<file path="config.mk">
export PLATFORM = sky130hd
export DESIGN_NAME = sa_tile_sequencer
export DESIGN_NICKNAME = d
export VERILOG_FILES = /design/src/rtl/sa_pkg.sv /design/src/rtl/sa_result_deskew.sv /design/src/rtl/sa_tile_sequencer.sv
export SDC_FILE = /design/constraint.sdc
export NUM_CORES = 1
export LEC_CHECK = 0
export BUFFER_PORTS_ARGS = -buffer_cell sky130_fd_sc_hd__buf_2
export CAP_MARGIN = 20
export CORE_ASPECT_RATIO = 1.75
export CORE_MARGIN = 2
export CORE_UTILIZATION = 52
export DETAILED_ROUTE_END_ITERATION = 16
export GPL_ROUTABILITY_DRIVEN = 1
export GPL_TIMING_DRIVEN = 0
export HOLD_SLACK_MARGIN = 0.03
export PLACE_DENSITY = 0.81
export SYNTH_ARGS = -nofsm -noshare
export SYNTH_HDL_FRONTEND = slang
export SYNTH_HIERARCHICAL = 1
export SYNTH_SLANG_ARGS = --single-unit
</file>
<file path="constraint.sdc">
create_clock -name clk_i -period 5.5 [get_ports clk_i]
set_input_delay 0.55 -clock clk_i [delete_from_list [all_inputs] [get_ports clk_i]]
set_output_delay 0.55 -clock clk_i [all_outputs]
set_load 0.01 [all_outputs]
</file>
<file path="src/rtl/sa_pkg.sv">
// Shared types, default geometry and helpers for the systolic-array tile sequencer.
`ifndef SA_PKG_SV
`define SA_PKG_SV

// Lane j of a packed multi-lane bus whose lanes are w bits wide.
`define SA_LANE(j, w) [(j)*(w) +: (w)]

package sa_pkg;

    typedef enum logic [2:0] {
        IDLE,
        LOAD_W,
        LOAD_X,
        START,
        DRAIN
    } sa_state_e;

    localparam int SA_ARRAY_W       = 8;
    localparam int SA_ARRAY_H       = 8;
    localparam int SA_X_W           = 8;
    localparam int SA_W_W           = 8;
    localparam int SA_MAC_W         = 19;
    localparam int SA_RBUF_DEPTH    = 8;
    localparam int SA_DRAIN_TIMEOUT = 256;

    localparam int SA_W_ADDR_W    = $clog2(SA_ARRAY_W * SA_ARRAY_H);
    localparam int SA_RBUF_ADDR_W = $clog2(SA_ARRAY_H) + $clog2(SA_RBUF_DEPTH);

    function automatic int max_int(input int a, input int b);
        return (a > b) ? a : b;
    endfunction

endpackage

`endif

</file>
<file path="src/rtl/sa_result_deskew.sv">
// Realigns skewed per-lane accumulator beats into whole result rows and
// presents completed rows in order on a valid/ready stream.
module sa_result_deskew
    import sa_pkg::*;
#(
    parameter int LANES = SA_ARRAY_W,
    parameter int MAC_W = SA_MAC_W,
    parameter int DEPTH = SA_RBUF_DEPTH
) (
    input  logic                   clk_i,
    input  logic                   rst_i,
    input  logic                   clear_i,
    input  logic [LANES-1:0]       lane_v_i,
    input  logic [LANES*MAC_W-1:0] lane_data_i,
    output logic [LANES*MAC_W-1:0] res_data_o,
    output logic                   res_valid_o,
    input  logic                   res_ready_i,
    output logic                   all_done_o
);

    localparam int RA_W  = $clog2(DEPTH);
    localparam int PTR_W = RA_W + 1;
    localparam logic [PTR_W-1:0] PTR_FULL = PTR_W'(DEPTH);

    logic [PTR_W-1:0]       wr_ptr_q [LANES];
    logic [PTR_W-1:0]       wr_ptr_d [LANES];
    logic [PTR_W-1:0]       rd_ptr_q, rd_ptr_d;
    logic [LANES-1:0]       lane_we;
    logic [LANES*MAC_W-1:0] row_mem  [DEPTH];

    // A row is complete once every lane's write pointer has moved past it.
    always_comb begin
        res_valid_o = 1'b1;
        all_done_o  = 1'b1;
        for (int j = 0; j < LANES; j++) begin
            lane_we[j]  = lane_v_i[j] && (wr_ptr_q[j] != PTR_FULL);
            wr_ptr_d[j] = clear_i ? '0 : wr_ptr_q[j] + PTR_W'(lane_we[j]);
            if (wr_ptr_q[j] <= rd_ptr_q) res_valid_o = 1'b0;
            if (wr_ptr_q[j] != PTR_FULL) all_done_o  = 1'b0;
        end
        rd_ptr_d   = clear_i ? '0 : rd_ptr_q + PTR_W'(res_valid_o && res_ready_i);
        res_data_o = res_valid_o ? row_mem[rd_ptr_q[RA_W-1:0]] : '0;
    end

    always_ff @(posedge clk_i or posedge rst_i) begin
        if (rst_i) begin
            rd_ptr_q <= '0;
            for (int j = 0; j < LANES; j++) wr_ptr_q[j] <= '0;
        end else begin
            rd_ptr_q <= rd_ptr_d;
            for (int j = 0; j < LANES; j++) wr_ptr_q[j] <= wr_ptr_d[j];
        end
    end

    // NOTE: the row storage has no reset; a row is never read until every lane has written it.
    always_ff @(posedge clk_i) begin
        for (int j = 0; j < LANES; j++) begin
            if (lane_we[j]) begin
                row_mem[wr_ptr_q[j][RA_W-1:0]] `SA_LANE(j, MAC_W) <= lane_data_i `SA_LANE(j, MAC_W);
            end
        end
    end

endmodule

</file>
<file path="src/rtl/sa_tile_sequencer.sv">
// Tile sequencer: streams weights and activations into the pe_array buffers, fires
// start, then deskews the bottom-row accumulators into aligned result rows.
module sa_tile_sequencer
    import sa_pkg::*;
#(
    parameter int ARRAY_W       = SA_ARRAY_W,
    parameter int ARRAY_H       = SA_ARRAY_H,
    parameter int X_W           = SA_X_W,
    parameter int W_W           = SA_W_W,
    parameter int MAC_W         = SA_MAC_W,
    parameter int RBUF_DEPTH    = SA_RBUF_DEPTH,
    parameter int DRAIN_TIMEOUT = SA_DRAIN_TIMEOUT,
    localparam int IN_W = max_int(W_W, X_W),
    localparam int WA_W = $clog2(ARRAY_W * ARRAY_H),
    localparam int RA_W = $clog2(ARRAY_H) + $clog2(RBUF_DEPTH)
) (
    input  logic                     clk_i,
    input  logic                     rst_i,
    input  logic                     cmd_valid_i,
    output logic                     cmd_ready_o,
    input  logic                     cmd_reload_i,
    input  logic [IN_W-1:0]          in_data_i,
    input  logic                     in_valid_i,
    output logic                     in_ready_o,
    output logic [W_W-1:0]           w_o,
    output logic [WA_W-1:0]          w_addr_o,
    output logic                     w_en_o,
    output logic [RA_W-1:0]          rbuf_waddr_o,
    output logic [X_W-1:0]           rbuf_wdata_o,
    output logic                     rbuf_w_vo,
    output logic                     start_vo,
    input  logic [ARRAY_W*MAC_W-1:0] mac_i,
    input  logic [ARRAY_W-1:0]       mac_v_i,
    output logic [ARRAY_W*MAC_W-1:0] res_data_o,
    output logic                     res_valid_o,
    input  logic                     res_ready_i,
    output logic                     busy_o,
    output logic                     err_timeout_o
);

    localparam int CNT_W = max_int(WA_W, RA_W);
    localparam int TMO_W = $clog2(DRAIN_TIMEOUT + 1);
    localparam logic [CNT_W-1:0] W_LAST   = CNT_W'(ARRAY_W * ARRAY_H - 1);
    localparam logic [CNT_W-1:0] X_LAST   = CNT_W'(ARRAY_H * RBUF_DEPTH - 1);
    localparam logic [TMO_W-1:0] TMO_LAST = TMO_W'(DRAIN_TIMEOUT - 1);

    sa_state_e         state_q, state_d;
    logic [CNT_W-1:0]  beat_q, beat_d;
    logic [TMO_W-1:0]  tmo_q, tmo_d;
    logic              err_q, err_d;
    logic [W_W-1:0]    w_q, w_d;
    logic [WA_W-1:0]   w_addr_q, w_addr_d;
    logic              w_en_q, w_en_d;
    logic [X_W-1:0]    rbuf_wdata_q, rbuf_wdata_d;
    logic [RA_W-1:0]   rbuf_waddr_q, rbuf_waddr_d;
    logic              rbuf_w_q, rbuf_w_d;
    logic              start_q, start_d;

    logic              cmd_hs, in_hs, w_hs, x_hs;
    logic              in_drain, mac_any, timeout;
    logic              res_valid, all_done;
    logic [ARRAY_W-1:0] lane_v;

    // NOTE: sequential state uses non-blocking assignments so every flop samples pre-edge values.
    always_ff @(posedge clk_i or posedge rst_i) begin
        if (rst_i) state_q <= IDLE;
        else       state_q <= state_d;
    end

    always_comb begin
        // NOTE: default first so no path through the case leaves state_d unassigned (no latch).
        state_d = state_q;
        unique case (state_q)
            IDLE:    if (cmd_hs) state_d = cmd_reload_i ? LOAD_W : LOAD_X;
            LOAD_W:  if (w_hs && beat_q == W_LAST) state_d = LOAD_X;
            LOAD_X:  if (x_hs && beat_q == X_LAST) state_d = START;
            START:   state_d = DRAIN;
            DRAIN:   if (all_done || timeout) state_d = IDLE;
            default: state_d = IDLE;
        endcase
    end

    // A new tile is only accepted once the previous tile's results have all been taken.
    always_comb begin
        cmd_ready_o = (state_q == IDLE) && !res_valid;
        in_ready_o  = (state_q == LOAD_W) || (state_q == LOAD_X);
        busy_o      = (state_q != IDLE);
        in_drain    = (state_q == DRAIN);
        cmd_hs      = cmd_valid_i && cmd_ready_o;
        in_hs       = in_valid_i && in_ready_o;
        w_hs        = in_hs && (state_q == LOAD_W);
        x_hs        = in_hs && (state_q == LOAD_X);
        lane_v      = in_drain ? mac_v_i : '0;
        mac_any     = |mac_v_i;
        timeout     = in_drain && !all_done && !mac_any && (tmo_q == TMO_LAST);
    end

    always_comb begin
        beat_d = beat_q;
        if (cmd_hs)    beat_d = '0;
        else if (w_hs) beat_d = (beat_q == W_LAST) ? '0 : beat_q + 1'b1;
        else if (x_hs) beat_d = (beat_q == X_LAST) ? '0 : beat_q + 1'b1;

        tmo_d        = (in_drain && !mac_any) ? tmo_q + 1'b1 : '0;
        err_d        = err_q || timeout;

        w_en_d       = w_hs;
        w_d          = w_hs ? in_data_i[W_W-1:0] : w_q;
        w_addr_d     = w_hs ? beat_q[WA_W-1:0]   : w_addr_q;
        rbuf_w_d     = x_hs;
        rbuf_wdata_d = x_hs ? in_data_i[X_W-1:0] : rbuf_wdata_q;
        rbuf_waddr_d = x_hs ? beat_q[RA_W-1:0]   : rbuf_waddr_q;
        start_d      = (state_q == START);
    end

    always_ff @(posedge clk_i or posedge rst_i) begin
        if (rst_i) begin
            beat_q       <= '0;
            tmo_q        <= '0;
            err_q        <= 1'b0;
            w_q          <= '0;
            w_addr_q     <= '0;
            w_en_q       <= 1'b0;
            rbuf_wdata_q <= '0;
            rbuf_waddr_q <= '0;
            rbuf_w_q     <= 1'b0;
            start_q      <= 1'b0;
        end else begin
            beat_q       <= beat_d;
            tmo_q        <= tmo_d;
            err_q        <= err_d;
            w_q          <= w_d;
            w_addr_q     <= w_addr_d;
            w_en_q       <= w_en_d;
            rbuf_wdata_q <= rbuf_wdata_d;
            rbuf_waddr_q <= rbuf_waddr_d;
            rbuf_w_q     <= rbuf_w_d;
            start_q      <= start_d;
        end
    end

    assign w_o           = w_q;
    assign w_addr_o      = w_addr_q;
    assign w_en_o        = w_en_q;
    assign rbuf_wdata_o  = rbuf_wdata_q;
    assign rbuf_waddr_o  = rbuf_waddr_q;
    assign rbuf_w_vo     = rbuf_w_q;
    assign start_vo      = start_q;
    assign err_timeout_o = err_q;
    assign res_valid_o   = res_valid;

    sa_result_deskew #(
        .LANES (ARRAY_W),
        .MAC_W (MAC_W),
        .DEPTH (RBUF_DEPTH)
    ) u_deskew (
        .clk_i       (clk_i),
        .rst_i       (rst_i),
        .clear_i     (cmd_hs),
        .lane_v_i    (lane_v),
        .lane_data_i (mac_i),
        .res_data_o  (res_data_o),
        .res_valid_o (res_valid),
        .res_ready_i (res_ready_i),
        .all_done_o  (all_done)
    );

endmodule
</file>
==> flow_summary.toml <==
[route]
antenna_left = 0
via_count = 26420
wl_per_cell_um = 26.85
drc = 0
via_per_inst = 5.911
finalWirelength_um = 120000
drt-initial-drc-count = 2104
first_pass_iters = 5

[power]
p_seq_frac = 0.542
total_power_mw = 20.79
switching_share = 0.2247
p_sw_mw = 4.670
vdd_ir_drop_max_uv = 325.3
p_int_mw = 16.12
power.density_nw_per_um2 = 342.6
p_clk_frac = 0.386
p_leak_nw = 21.24
comb_power_share = 0.072

[clocking]
clk_path_buf_depth = 3
cts.sinks = 1302
cts_tree = "yes"
numCtsBuffers = 107
clock_latency_ns = 0.74
cts.clk_slew.worst_paths_ns = 0.07
postCtsSetupBuffers = 0
cts.htree.levels = 3
cts-root-buf = "clkbuf_16"

[timing]
slew_violations = 0
rsz0062_at_grt = "false"
hold_viol = 0
tightest_slew_ns = 0.9555
timing.final.crit_share = 0.9641
finalSetupViolCount = 0
finalClockSkew_ns = 0.03617
min_period_ns = 5.303
timing.fmax_mhz = 188.6
slew_headroom = 0.3630

[finish]
fin_util = 0.6130
drive_gt1_frac = 0.3685
nets = 3267
area_growth_pct = 17.47

[global_routing]
antenna_found_initial = 28
gr-total-overflow = 0
grt_pass1_wl_um = 178200
track_usage = 0.2378
grt_pass1_vias = 27870
grt_start_max_net_pins = 40

[yosys]
syn_nets = 2678
ys_ff_latch = 1302
yosys.area.top_type = "edfxtp_1"
yosysSeqAreaShare = 0.7487
synth_edf_count = 1216
netlist_area_sq_um = 51650
synth_ff_type = "edfxtp_1"
synth_cell_types = 52
yosys_warnings = 6
synth_area_leaders = "edfxtp_1 71%, mux4_2 13%, dfrtp_1 4.2%"
avgSynthCellArea_sq_um = 21.07
syn_inst = 2451
async_flop_share = 0.06605
synth_top_area_share = 0.7070

[die]
io_pins = 362
die_width_um = 242.2
dieArea_sq_um = 102000
die_h_um = 420.9
coreArea_sq_um = 98970
rows = 153
start_util = 0.5219

[min_path]
hold_class = "primary input to register"

[setup_path]
start_kind = "register"
required_ns = 4.95
cp_data_arrival_time_ns = 4.75
critical_path.max_fanout = 10
path_class = "register to output port"
cp-end-kind = "output port"

[placed_design]
place_congestion = 0.8096
dpl.hpwl_um = 80250
port_buffers = 361

[flow_run]
drv_cap = 0

[run_status]
outcome = "finished clean"
registers in the layout, summed over array words and instances (netlist names), 3 cells and up:
register           cells
u_deskew/row_mem    1216
u_deskew/rd_ptr_q      4
u_deskew/wr_ptr_q     32
state_q                3
rbuf_wdata_o           8
beat_q                 6
w_addr_o               6
w_o                    8
rbuf_waddr_o           6
tmo_q                  9
metrics by stage:
| step | hold slack, ns | worst slack, ns | TNS [ns] | cells | instance area (sq um) |
|---|---|---|---|---|---|
| after floorplan | 0.4552 | 1.912 | 0 | 2451 | 51650 |
| after global routing | 0.05266 | 0.01183 | 0 | 4461 | 60650 |
| after global placement | 0.4495 | -0.6085 | -83.09 | 4129 | 55100 |
| final | 0.07820 | 0.1973 | 0 | 4469 | 60670 |
| after CTS | 0.03034 | 0.08767 | 0 | 4451 | 60620 |
| after detailed placement | 0.4537 | -0.2776 | -7.057 | 4218 | 56570 |
cells in the mapped netlist, drive strengths merged (29+ instances only):
cell / n
nor3: 163
dfrtp: 86
mux2i: 153
nor2b: 34
mux2: 29
ha: 53
buf: 98
mux4: 304
nor2: 88
edfxtp: 1216
clkbuf: 29
nand2: 34
final timing paths:
path,start,end,slack (ns),cells after the start
min in group asynchronous,rst_i,state_q[0],0.34,3
max in group asynchronous,rst_i,u_deskew/wr_ptr_q[16],4.44,3
min reg2reg,err_timeout_o,err_timeout_o,0.46,1
max,u_deskew/rd_ptr_q[1],res_data_o[112],0.20,13
max reg2reg,u_deskew/rd_ptr_q[1],u_deskew/wr_ptr_q[24],0.30,18
min,mac_i[140],u_deskew/row_mem[4][140],0.08,1
kinds of logic after synthesis:
logic type	count (synthesis)	synth area share
DFF	1302	0.7487
muxes	486	0.1685
and+or+nand+nor	406	0.04276
buffers and inverters	143	0.01778
adders and majority gates	53	0.01284
AOI/OAI and AO/OA	35	0.004651
xor gates and xnor gates	26	0.004772
worst max-delay path: stages (launching register included):
cell	delay [ns]
dfrtp_1	0.35
buf_2	0.26
buf_2	0.37
buf_4	0.32
inv_1	0.24
ha_1	0.36
nor2b_1	0.14
o211ai_1	0.13
a22oi_2	0.26
nand2_4	0.26
buf_4	0.34
buf_4	0.24
nor3_1	0.48
buf_2	0.23
layout make-up:
class,count,area (sq um)
timing repair buffer,480,3363
fill,6791,38300
clock inverter,83,969.7
multi-input combinational,1006,12310
inverter,16,60.06
tap,1317,1648
antenna,18,45.04
clock buffer,120,2748
buffer,127,864.6
sequential,1302,38670
power by group through the flow:
stage               combinational, mW  clock [mW]  sequential, mW
global placement                 1.37           0            11.5
floorplan                       0.762           0            11.5
finish                           1.50        8.02            11.3
global route                     1.62        8.52            11.3
detailed placement               1.46           0            11.5
CTS                              1.50        8.17            11.3
metal layers:
layer	vias to the layer above	wire length [um]	global-route usage	share of wire
met2	1051	63200	0.4149	0.53
met1	13820	44420	0.2890	0.37
met4	16	4246	0.09609	0.035
met3	239	8040	0.05074	0.067
li1	11290	-	-	-
met5	-	97	0	0.00081
timing repair:
item	4_1_cts	5_1_grt
endpoints found under the setup margin	49	10
gates resized for setup	8	5
hold buffers	30	0
endpoints found under the hold margin	180	0
cells in the final DEF (no fill, tap or decap), types with 15 or more instances in the layout:
| cell | Yosys | routed |
|---|---|---|
| buf_2 | 44 | 404 |
| buf_4 | 8 | 33 |
| buf_6 | 38 | 56 |
| buf_8 | 1 | 34 |
| bufinv_16 | 0 | 18 |
| clkbuf_1 | 29 | 38 |
| clkbuf_16 | 0 | 108 |
| clkinv_1 | 0 | 24 |
| clkinv_2 | 0 | 20 |
| dfrtp_1 | 86 | 86 |
| diode_2 | 0 | 18 |
| dlygate4sd3_1 | 0 | 30 |
| edfxtp_1 | 1216 | 1216 |
| ha_1 | 53 | 53 |
| mux2_2 | 29 | 29 |
| mux2i_1 | 153 | 153 |
| mux4_2 | 304 | 304 |
| nand2_1 | 33 | 33 |
| nand2b_1 | 18 | 18 |
| nand3_1 | 16 | 16 |
| nor2_1 | 87 | 39 |
| nor2_2 | 1 | 49 |
| nor2b_1 | 34 | 34 |
| nor3_1 | 134 | 120 |
| nor3_2 | 29 | 43 |
| xnor2_1 | 15 | 15 |
Power figures use the tool's default switching activity.
